[src/rtl/cpu_pkg.sv]
// Shared definitions for the fetch front end.
//   PC_STEP        : byte distance between sequential instructions
//   PC_PIPE_OFFSET : the branch base is the branch address plus two instructions
//   fetch_state_e  : fetch sequencer state encoding
//   next_seq_pc    : sequential PC increment, wraps at 2^32
package cpu_pkg;

    localparam logic [31:0] PC_STEP        = 32'd4;
    localparam logic [31:0] PC_PIPE_OFFSET = 32'd8;

    typedef enum logic [1:0] {
        ST_BOOT   = 2'd0,
        ST_FETCH  = 2'd1,
        ST_SQUASH = 2'd2
    } fetch_state_e;

    function automatic logic [31:0] next_seq_pc(input logic [31:0] pc);
        return pc + PC_STEP;
    endfunction

endpackage

[src/rtl/branch_target_adder.sv]
// Branch target computation, purely combinational.
//   branch_pc    in  32 : address of the branch instruction
//   immediate_32 in  32 : sign-extended word offset
//   target       out 32 : branch_pc + 8 + offset*4, wrapping at 2^32
module branch_target_adder
    import cpu_pkg::*;
(
    input  logic [31:0] branch_pc,
    input  logic [31:0] immediate_32,
    output logic [31:0] target
);

    // The 32-bit shift drops immediate_32[31:30]; overflow wraps silently.
    assign target = branch_pc + PC_PIPE_OFFSET + (immediate_32 << 2);

endmodule

[src/rtl/fetch_pc_unit.sv]
// Instruction fetch PC sequencer with branch redirect and downstream stall.
//   clk, reset         : single clock, synchronous active-high reset
//   stall              : downstream not ready; holds fetch and the output
//   branch_taken       : redirect request (branch_pc, immediate_32)
//   imem_addr/imem_req : instruction memory request, accepted with imem_ready
//   imem_rdata         : read data, valid the cycle after acceptance
//   instr/instr_pc     : fetched instruction and its address, qualified by instr_valid
//
// state     | meaning
// ----------+------------------------------------------------------------
// ST_BOOT   | first cycle after reset, no request issued
// ST_FETCH  | issue requests at pc, deliver returned data
// ST_SQUASH | one dead cycle after a redirect, no request, output invalid
module fetch_pc_unit
    import cpu_pkg::*;
#(
    parameter logic [31:0] RESET_VECTOR = 32'h0000_0000
) (
    input  logic        clk,
    input  logic        reset,
    input  logic        stall,
    input  logic        branch_taken,
    input  logic [31:0] branch_pc,
    input  logic [31:0] immediate_32,
    output logic [31:0] imem_addr,
    output logic        imem_req,
    input  logic        imem_ready,
    input  logic [31:0] imem_rdata,
    output logic [31:0] instr,
    output logic [31:0] instr_pc,
    output logic        instr_valid
);

    fetch_state_e state_q;
    logic [31:0]  pc_q;
    logic [31:0]  instr_q;
    logic [31:0]  instr_pc_q;
    logic         instr_valid_q;

    // Request accepted last cycle; its data is on imem_rdata now.
    logic         pend_q;
    logic [31:0]  pend_pc_q;

    // Data that returned while stalled, parked until the stall releases.
    logic         skid_valid_q;
    logic [31:0]  skid_instr_q;
    logic [31:0]  skid_pc_q;

    logic [31:0]  branch_target;
    logic         accept;

    branch_target_adder u_target (
        .branch_pc    (branch_pc),
        .immediate_32 (immediate_32),
        .target       (branch_target)
    );

    // A pending redirect still requests, but anything accepted that cycle is dropped.
    assign imem_req    = !reset && (state_q == ST_FETCH) && (!stall || branch_taken);
    assign accept      = imem_req && imem_ready;
    assign imem_addr   = pc_q;
    assign instr       = instr_q;
    assign instr_pc    = instr_pc_q;
    assign instr_valid = instr_valid_q;

    always_ff @(posedge clk) begin
        if (reset) begin
            state_q       <= ST_BOOT;
            pc_q          <= RESET_VECTOR;
            instr_q       <= '0;
            instr_pc_q    <= '0;
            instr_valid_q <= 1'b0;
            pend_q        <= 1'b0;
            pend_pc_q     <= '0;
            skid_valid_q  <= 1'b0;
            skid_instr_q  <= '0;
            skid_pc_q     <= '0;
        end else if (branch_taken && (state_q != ST_BOOT)) begin
            pc_q          <= branch_target;
            state_q       <= ST_SQUASH;
            pend_q        <= 1'b0;
            skid_valid_q  <= 1'b0;
            instr_valid_q <= 1'b0;
        end else begin
            case (state_q)
                ST_BOOT: begin
                    state_q      <= ST_FETCH;
                    pend_q       <= 1'b0;
                    skid_valid_q <= 1'b0;
                end
                ST_SQUASH: begin
                    state_q       <= ST_FETCH;
                    instr_valid_q <= 1'b0;
                end
                ST_FETCH: begin
                    if (stall) begin
                        // No request goes out while stalled, so only returning data moves.
                        if (pend_q) begin
                            skid_valid_q <= 1'b1;
                            skid_instr_q <= imem_rdata;
                            skid_pc_q    <= pend_pc_q;
                        end
                        pend_q <= 1'b0;
                    end else begin
                        pend_q <= accept;
                        if (accept) begin
                            pc_q      <= next_seq_pc(pc_q);
                            pend_pc_q <= pc_q;
                        end
                        // Pend and skid are never both set: the skid fills only while stalled.
                        if (pend_q) begin
                            instr_q       <= imem_rdata;
                            instr_pc_q    <= pend_pc_q;
                            instr_valid_q <= 1'b1;
                        end else if (skid_valid_q) begin
                            instr_q       <= skid_instr_q;
                            instr_pc_q    <= skid_pc_q;
                            instr_valid_q <= 1'b1;
                            skid_valid_q  <= 1'b0;
                        end else begin
                            instr_valid_q <= 1'b0;
                        end
                    end
                end
                default: begin
                    state_q       <= ST_BOOT;
                    pend_q        <= 1'b0;
                    skid_valid_q  <= 1'b0;
                    instr_valid_q <= 1'b0;
                end
            endcase
        end
    end

endmodule

[config.mk]
export PLATFORM = sky130hd
export DESIGN_NAME = fetch_pc_unit
export DESIGN_NICKNAME = d
export VERILOG_FILES = /design/src/rtl/cpu_pkg.sv /design/src/rtl/branch_target_adder.sv /design/src/rtl/fetch_pc_unit.sv
export SDC_FILE = /design/constraint.sdc
export NUM_CORES = 1
export LEC_CHECK = 0
export CORE_ASPECT_RATIO = 1.2
export CORE_MARGIN = 2
export CORE_UTILIZATION = 40
export CTS_CLUSTER_SIZE = 10
export DETAILED_ROUTE_END_ITERATION = 8
export GPL_TIMING_DRIVEN = 0
export MAX_ROUTING_LAYER = met4
export SLEW_MARGIN = 10
export SYNTH_ARGS = -nofsm -noshare
export SYNTH_HDL_FRONTEND = slang
export SYNTH_SLANG_ARGS = --single-unit
[constraint.sdc]
create_clock -name clk -period 6.35 [get_ports clk]
set_input_delay 1.905 -clock clk [delete_from_list [all_inputs] [get_ports clk]]
set_output_delay 1.905 -clock clk [all_outputs]
set_load 0.01 [all_outputs]
==> results.sh, run 1 <==
export IMPL_status="complete, no violations"
export IMPL_ys_seq_area_share_pct=39.27
export IMPL_fin_crit_sh_pct=83.23
export IMPL_max_slew_margin_rel_pct=34.67
export IMPL_crit_fanout=10
export IMPL_grt_pass1_vias=8723
export IMPL_rr_worst_depth=6
export IMPL_critPathArrivalTime_ps=3380
export IMPL_grt_overflow=0
export IMPL_period_needed_ps=5285
export IMPL_grt_max_degree=17
export IMPL_hp_class="flop to flop"
export IMPL_syn_area_mm2=0.01004
export IMPL_syn_avg_cell_area_um2=8.178
export IMPL_numClockSinks=197
export IMPL_antenna_found_initial=0
export IMPL_htree_levels=4
export IMPL_regArea_mm2=0.003944
export IMPL_areaGrowthSynthToFinish_pct=28.96
export IMPL_cp_slowest_cell="clkbuf_1"
export IMPL_io_pins=199
export IMPL_setup_tns_ps=0
export IMPL_grt_pass1_wl_mm=46.48
export IMPL_synth_nets=1388
export IMPL_drt_pass1_iter_count=7
export IMPL_multi_input_area_mm2=0.005724
export IMPL_numCtsBuffers=17
export IMPL_die_x_um=148.6
export IMPL_tightest_slew_ps=971.9
export IMPL_cts_root_buf="clkbuf_16"
export IMPL_peakVddDrop_mv=0.1421
export IMPL_fillers=2428
export IMPL_holdPathStages=2
export IMPL_dieArea_mm2=0.02639
export IMPL_post_cts_resized=0
export IMPL_diodes=0
export IMPL_end_kind="primary output"
export IMPL_crit_type="input pin to primary output"
export IMPL_core_area_mm2=0.02467
export IMPL_num_rows=63
export IMPL_finalClockSkew_ps=5.766
export IMPL_synth_edf_count=0
export IMPL_crit_required_ps=4450
export IMPL_worstSetupStartpointType="input pin"
export IMPL_slew_violations=0
export IMPL_ctsHoldBuffers=0
export IMPL_place_gp_congestion=0.9464
export IMPL_setup_violations_final=0
export IMPL_port_buffers=194
export IMPL_syn_inst=1228
export IMPL_yosys_warnings=0
export IMPL_clock_path_buffers=2
export IMPL_vias=9418
export IMPL_path_cells="buf_2 -> clkbuf_1 -> nor3b_1 -> clkdlybuf4s50_1"
export IMPL_clkLatencyLatePin_ps=430
export IMPL_rsz0062_at_grt="no"
export IMPL_layout_nets=1601
export IMPL_initial_core_util_pct=40.70
export IMPL_clkTransAtPathRegs_ps=70
export IMPL_vias_per_cell=5.294
export IMPL_maxCapViolCount=0
export IMPL_cts_tree="built"
export IMPL_critPathMaxStageDelay_ps=580
export IMPL_synth_flop_cell="dfxtp_1"
export IMPL_wl_mm=29.23
export IMPL_yosysUniqueCellTypes=70
export IMPL_wl_per_cell_um=16.43
export IMPL_max_clock_freq_mhz=189.2
export IMPL_hold_violations=0
export IMPL_power_density_mw_per_mm2=217.8
export IMPL_drt_iter0_drc=539
export IMPL_hpwl_mm=22.50
export IMPL_grtUsageTotal_pct=22.81
export IMPL_drive_gt1_share_pct=3.920
export IMPL_drtAntennaViolNets=0
export IMPL_ys_ff_latch=197
export IMPL_p_leak_nw=4.277
export IMPL_die_height_um=177.6
export IMPL_async_flop_share_pct=0
export IMPL_cts_setup_buffers=0
export IMPL_drc_errors=0
export IMPL_dpl_worst_slack_ps=1069
export IMPL_setup_ws_ps=1065
[cells in the final DEF (no fill, tap or decap), types with 5 or more instances in the layout]
cell type	n
o21ai_0	24
clkbuf_1	71
nand2b_1	5
nor4_1	7
dfxtp_1	197
inv_1	18
o22ai_1	5
a211oi_1	73
nor2_1	112
clkdlybuf4s50_1	194
nand2_1	230
nor3_1	17
mux2i_1	68
nand3_1	21
o211ai_1	9
xnor2_1	13
a21oi_1	155
xor2_1	18
buf_2	6
and3_1	12
a21o_1	9
nand4_1	13
ha_1	58
a31oi_1	10
clkbuf_16	17
[per-layer routing]
metal,global-route usage [%],wire [um]
met1,29.45,13460
met2,37.44,14010
met3,3.162,1201
met4,6.508,563
met5,-,0
[critical path: cells and delay by family]
kind / cells / cell delay [ps]
buffers and inverters: 3 / 1350
and+or+nand+nor: 1 / 120
[final timing paths]
| kind | startpoint | to | slack, ps |
|---|---|---|---|
| max | reset | imem_req | 1060 |
| min | skid_pc_q[11] | skid_pc_q[11] | 450 |
| max reg2reg | imem_addr[4] | imem_addr[31] | 3720 |
| min reg2reg | skid_pc_q[11] | skid_pc_q[11] | 450 |
[cell type report]
class,instances,share of cell area (%)
sequential,197,30.45
clock inverter,11,0.8019
timing repair buffer,194,15.00
buffer,78,2.406
clock buffer,21,3.478
inverter,18,0.5217
tap,325,3.140
multi-input combinational,935,44.20
[synthesized netlist by cell type (all sizes together), types with 18 or more instances]
master / n / area share (%)
nand3: 21 / 1.0
a21oi: 156 / 7.9
dfxtp: 197 / 39
mux2i: 68 / 6.8
nor3: 21 / 1.2
a211oi: 74 / 5.6
o21ai: 27 / 1.4
ha: 58 / 7.2
inv: 18 / 0.67
clkbuf: 70 / 2.7
nand2: 231 / 8.7
nor2: 112 / 4.2
xor2: 18 / 1.6
[sequential cells by signal, summed over array words and instances (netlist names)]
register and cells:
pend_pc_q 32, imem_addr 32, instr 32, state_q 2, skid_valid_q 1, skid_pc_q 32, skid_instr_q 32, instr_valid 1
instr_pc 32, pend_q 1
[power by group]
group | switching [mW] | internal (mW)
registers | 0.0460 | 1.26
clock network | 0.475 | 0.553
logic | 0.263 | 0.224
[kinds of logic (layout without fill, tap and decap cells)]
logic type,after synthesis,count (layout),share of synthesized area [%]
buf+inv,96,322,3.775
fa+ha+maj,59,59,7.426
simple gates,450,450,19.64
xor+xnor,31,31,2.704
flops,197,197,39.27
mux,68,68,6.778
compound gates,327,327,20.41
[per-stage QoR]
stage	instances	util [%]	hold slack (ps)	instance area, um^2	power [mW]
after detailed placement	1747	50.22	445.6	12390	1.815
after global placement	1747	50.22	440.4	12390	1.816
after floorplan	1228	-	435.7	10040	1.602
final	1779	52.49	452.4	12950	2.821
after CTS	1779	52.47	455.0	12940	2.842
after global routing	1779	52.49	468.7	12950	2.947
No activity file was read; power rests on OpenSTA's default activity.
==> inputs of run 2 (changes only) <==
--- a/config.mk
+++ b/config.mk
@@ -12,6 +12,7 @@
 export DETAILED_ROUTE_END_ITERATION = 8
 export GPL_TIMING_DRIVEN = 0
 export MAX_ROUTING_LAYER = met4
+export PLACE_DENSITY = 0.67
 export SLEW_MARGIN = 10
 export SYNTH_ARGS = -nofsm -noshare
 export SYNTH_HDL_FRONTEND = slang
==> constraint.sdc (replaced) <==
create_clock -name clk -period 4.7 [get_ports clk]
set_input_delay 1.41 -clock clk [delete_from_list [all_inputs] [get_ports clk]]
set_output_delay 1.41 -clock clk [all_outputs]
set_load 0.01 [all_outputs]
==> run 2 against run 1 <==
Net effect:
- sequential share of layout area is 0.14 points lower
- die area unchanged
- register-to-register slack got worse by 1600 ps
- first-iteration DRC count fell by 15%
- power rose by 40%
- largest power group unchanged
==> results.sh, run 2 (synthesis results as in run 1) <==
export IMPL_die_x_um=148.6
export IMPL_ctsHoldBuffers=0
export IMPL_drtAntennaViolNets=0
export IMPL_final_common_cell="nand2_1"
export IMPL_numClockSinks=197
export IMPL_cp_slowest_cell="clkbuf_1"
export IMPL_clock_path_buffers=2
export IMPL_core_area_mm2=0.02467
export IMPL_dieArea_mm2=0.02639
export IMPL_hp_class="flop to flop"
export IMPL_path_cells="buf_2 -> clkbuf_1 -> nor3b_1 -> clkdlybuf4s50_1"
export IMPL_grt_pass1_vias=8862
export IMPL_htree_levels=4
export IMPL_drt_pass1_iter_count=4
export IMPL_slew_violations=0
export IMPL_final_area_mm2=0.01301
export IMPL_clkTransAtPathRegs_ps=70
export IMPL_post_cts_resized=0
export IMPL_wl_per_cell_um=16.08
export IMPL_end_kind="primary output"
export IMPL_port_buffers=194
export IMPL_regArea_mm2=0.003944
export IMPL_power_density_mw_per_mm2=304.0
export IMPL_max_slew_margin_rel_pct=31.27
export IMPL_tightest_slew_ps=1022
export IMPL_critPathArrivalTime_ps=2850
export IMPL_status="complete, no violations"
export IMPL_io_pins=199
export IMPL_cts_tree="built"
export IMPL_grt_pass1_wl_mm=45.30
export IMPL_drive_gt1_share_pct=4.061
export IMPL_wl_mm=28.59
export IMPL_layout_nets=1601
export IMPL_die_height_um=177.6
export IMPL_finalClockSkew_ps=10.68
export IMPL_antenna_found_initial=0
export IMPL_initial_core_util_pct=40.70
export IMPL_grtUsageTotal_pct=22.10
export IMPL_setup_ws_ps=439.3
export IMPL_maxCapViolCount=0
export IMPL_max_clock_freq_mhz=234.7
export IMPL_crit_fanout=10
export IMPL_drc_errors=0
export IMPL_place_gp_congestion=0.9315
export IMPL_crit_type="input pin to primary output"
export IMPL_critPathMaxStageDelay_ps=570
export IMPL_grt_max_degree=19
export IMPL_drt_iter0_drc=457
export IMPL_final_cell_mix="nand2_1, dfxtp_1, clkdlybuf4s50_1"
export IMPL_cts_setup_buffers=0
export IMPL_hold_violations=0
export IMPL_hpwl_mm=22.24
export IMPL_fin_crit_sh_pct=90.65
export IMPL_grt_overflow=0
export IMPL_worstSetupStartpointType="input pin"
export IMPL_dpl_instance_area_mm2=0.01239
export IMPL_setup_tns_ps=0
export IMPL_numCtsBuffers=17
export IMPL_cts_root_buf="clkbuf_16"
export IMPL_num_rows=63
export IMPL_diodes=0
export IMPL_dpl_worst_slack_ps=47.82
export IMPL_areaGrowthSynthToFinish_pct=29.57
export IMPL_vias_per_cell=5.317
export IMPL_vias=9453
export IMPL_multi_input_area_mm2=0.005724
export IMPL_clkLatencyLatePin_ps=440
export IMPL_peakVddDrop_mv=0.2546
export IMPL_setup_violations_final=0
export IMPL_rsz0062_at_grt="no"
export IMPL_crit_required_ps=3290
export IMPL_p_leak_nw=4.308
export IMPL_fillers=2362
export IMPL_period_needed_ps=4261
## run 2: final timing paths
path / cells past startpoint / start / slack, ps / end
setup / recovery: 4 / reset / 440 / imem_req
hold / removal: 2 / skid_pc_q[19] / 450 / skid_pc_q[19]
setup reg to reg: 6 / imem_addr[5] / 2090 / imem_addr[31]
hold reg to reg: 2 / skid_pc_q[19] / 450 / skid_pc_q[19]
## run 2: metal layers
metal,GRT usage (%),share of wire (%),up-vias
met3,3.239,4.6,42
met1,26.79,44,4345
met2,37.73,49,254
met4,7.381,2.3,0
li1,-,-,4812
met5,-,0,-
## run 2: final cells by class
type | count | area share [%]
Multi-Input combinational cell | 935 | 43.99
Sequential cell | 197 | 30.31
Timing Repair Buffer | 194 | 14.92
Clock buffer | 17 | 3.270
Tap cell | 325 | 3.125
Buffer | 78 | 2.394
Clock inverter | 14 | 1.462
Inverter | 18 | 0.5193
## run 2: through the flow
stage | utilization (%) | hold slack [ps] | total power [mW] | std cells
2_1_floorplan | - | 435.7 | 2.164 | 1228
4_1_cts | 52.72 | 455.5 | 3.973 | 1778
3_5_place_dp | 50.22 | 445.6 | 2.449 | 1747
3_3_place_gp | 50.22 | 440.4 | 2.448 | 1747
6_report | 52.74 | 452.9 | 3.956 | 1778
5_1_grt | 52.74 | 472.3 | 4.107 | 1778
## run 2: where the power goes
part / leakage (nW) / switching, mW / internal [mW]
clock: 0.298 / 0.684 / 0.854
sequential: 1.59 / 0.0605 / 1.70
combinational: 2.42 / 0.352 / 0.303
## run 2: critical path, delay by kind of cell
| family | cells | cell delay [ps] |
|---|---|---|
| buffers and inverters | 3 | 1320 |
| and+or+nand+nor | 1 | 120 |
==> inputs of run 3 (changes only) <==
--- a/config.mk
+++ b/config.mk
@@ -13,6 +13,7 @@
 export GPL_TIMING_DRIVEN = 0
 export MAX_ROUTING_LAYER = met4
 export PLACE_DENSITY = 0.67
+export REMOVE_ABC_BUFFERS = 1
 export SLEW_MARGIN = 10
 export SYNTH_ARGS = -nofsm -noshare
 export SYNTH_HDL_FRONTEND = slang
==> run 3 against run 2 <==
Net effect:
- clock power about the same
- sequential share of layout area about the same
- combinational power decreased by 3%
- sequential power about the same
- final area about the same
- final cell count decreased by 2.9%
- register-to-register slack got worse by 420 ps
- critical path type unchanged
- critical endpoint unchanged
==> results.sh, run 3 (synthesis results as in run 1) <==
export IMPL_max_slew_margin_rel_pct=22.10
export IMPL_areaGrowthSynthToFinish_pct=29.63
export IMPL_antenna_found_initial=0
export IMPL_grt_use_met1_pct=23.88
export IMPL_maxCapViolCount=0
export IMPL_numCtsBuffers=17
export IMPL_crit_required_ps=3290
export IMPL_clock_path_buffers=2
export IMPL_p_leak_nw=4.355
export IMPL_period_needed_ps=4628
export IMPL_clkLatencyLatePin_ps=430
export IMPL_diodes=0
export IMPL_hp_class="flop to flop"
export IMPL_numClockSinks=197
export IMPL_crit_fanout=9
export IMPL_ctsHoldBuffers=0
export IMPL_clkTransAtPathRegs_ps=70
export IMPL_grt_pass1_wl_mm=42.21
export IMPL_dieArea_mm2=0.02639
export IMPL_num_rows=63
export IMPL_die_x_um=148.6
export IMPL_grtUsageTotal_pct=20.13
export IMPL_cts_root_buf="clkbuf_16"
export IMPL_busiest_layer="met2"
export IMPL_place_gp_congestion=0.8891
export IMPL_drtAntennaViolNets=0
export IMPL_htree_levels=4
export IMPL_grt_max_degree=105
export IMPL_crit_type="input pin to primary output"
export IMPL_layout_nets=1549
export IMPL_fillers=2355
export IMPL_fin_crit_sh_pct=98.47
export IMPL_cts_setup_buffers=0
export IMPL_drt_iter0_drc=550
export IMPL_finalClockSkew_ps=9.967
export IMPL_dpl_instance_area_mm2=0.01239
export IMPL_vias=9083
export IMPL_cts_tree="built"
export IMPL_grtUsageMet2_pct=34.49
export IMPL_wl_mm=25.65
export IMPL_status="complete, no violations"
export IMPL_rsz0062_at_grt="no"
export IMPL_port_buffers=196
export IMPL_io_pins=199
export IMPL_grt_met3_usage_pct=3.779
export IMPL_post_cts_resized=0
export IMPL_whs_ps=453.6
export IMPL_hpwl_mm=18.48
export IMPL_critPathArrivalTime_ps=3220
export IMPL_hold_violations=0
export IMPL_drt_pass1_iter_count=4
export IMPL_core_area_mm2=0.02467
export IMPL_drive_gt1_share_pct=5.849
export IMPL_tightest_slew_ps=1168
export IMPL_final_common_cell="nand2_1"
export IMPL_slew_violations=0
export IMPL_initial_core_util_pct=40.70
export IMPL_final_area_mm2=0.01302
export IMPL_vias_per_cell=5.259
export IMPL_power_density_mw_per_mm2=303.2
export IMPL_die_height_um=177.6
export IMPL_wl_per_cell_um=14.85
export IMPL_drc_errors=0
export IMPL_grt_pass1_vias=8556
export IMPL_end_kind="primary output"
export IMPL_peakVddDrop_mv=0.2258
export IMPL_max_clock_freq_mhz=216.1
export IMPL_worstSetupStartpointType="input pin"
export IMPL_grt_overflow=0
export IMPL_final_cell_mix="nand2_1, dfxtp_1, clkdlybuf4s50_1"
export IMPL_setup_violations_final=0
-- run 3: report_power, final --
| group | switching, mW | internal, mW | leakage, nW |
|---|---|---|---|
| clock network | 0.655 | 0.898 | 0.294 |
| logic | 0.334 | 0.302 | 2.47 |
| registers | 0.0564 | 1.70 | 1.59 |
-- run 3: metal layers --
layer	part of all wire, %	up-vias
met3	4.1	38
met2	49	222
met5	0	-
met4	2.1	0
li1	-	4699
met1	44	4124
-- run 3: critical path, cell delays in order --
cell and delay [ps]:
clkdlybuf4s50_1 750, nand2b_1 190, nor3b_1 270, clkdlybuf4s50_1 590
-- run 3: path summary, 6_finish.rpt --
kind | depth (start not counted) | endpoint | start | slack, ps
setup / recovery | 4 | imem_req | branch_taken | 70
hold / removal | 2 | skid_instr_q[2] | skid_instr_q[2] | 450
setup reg to reg | 8 | instr[14] | pend_q | 1670
hold reg to reg | 2 | skid_instr_q[2] | skid_instr_q[2] | 450
-- run 3: area by class of cell --
cell class | count | area (um^2) | area share, %
flip-flops and latches | 197 | 3948 | 30.32
inverters | 18 | 67.56 | 0.5190
multi-input cells | 935 | 5754 | 44.20
repair buffers | 220 | 2213 | 17.00
well taps | 325 | 406.6 | 3.124
clock buffers | 18 | 429.2 | 3.297
clock inverters | 14 | 198.9 | 1.528
-- run 3: stage by stage --
step | power (mW) | TNS [ps] | utilization, % | setup slack (ps) | std cells
after CTS | 3.988 | 0 | 52.76 | 53.39 | 1727
after floorplan | 2.137 | -575620 | - | -7491 | 1150
after global routing | 4.137 | 0 | 52.76 | 5.356 | 1727
final | 3.948 | 0 | 52.76 | 72.12 | 1727
after detailed placement | 2.427 | 0 | 50.22 | 82.90 | 1695
after global placement | 2.425 | -1550800 | 49.04 | -13050 | 1671
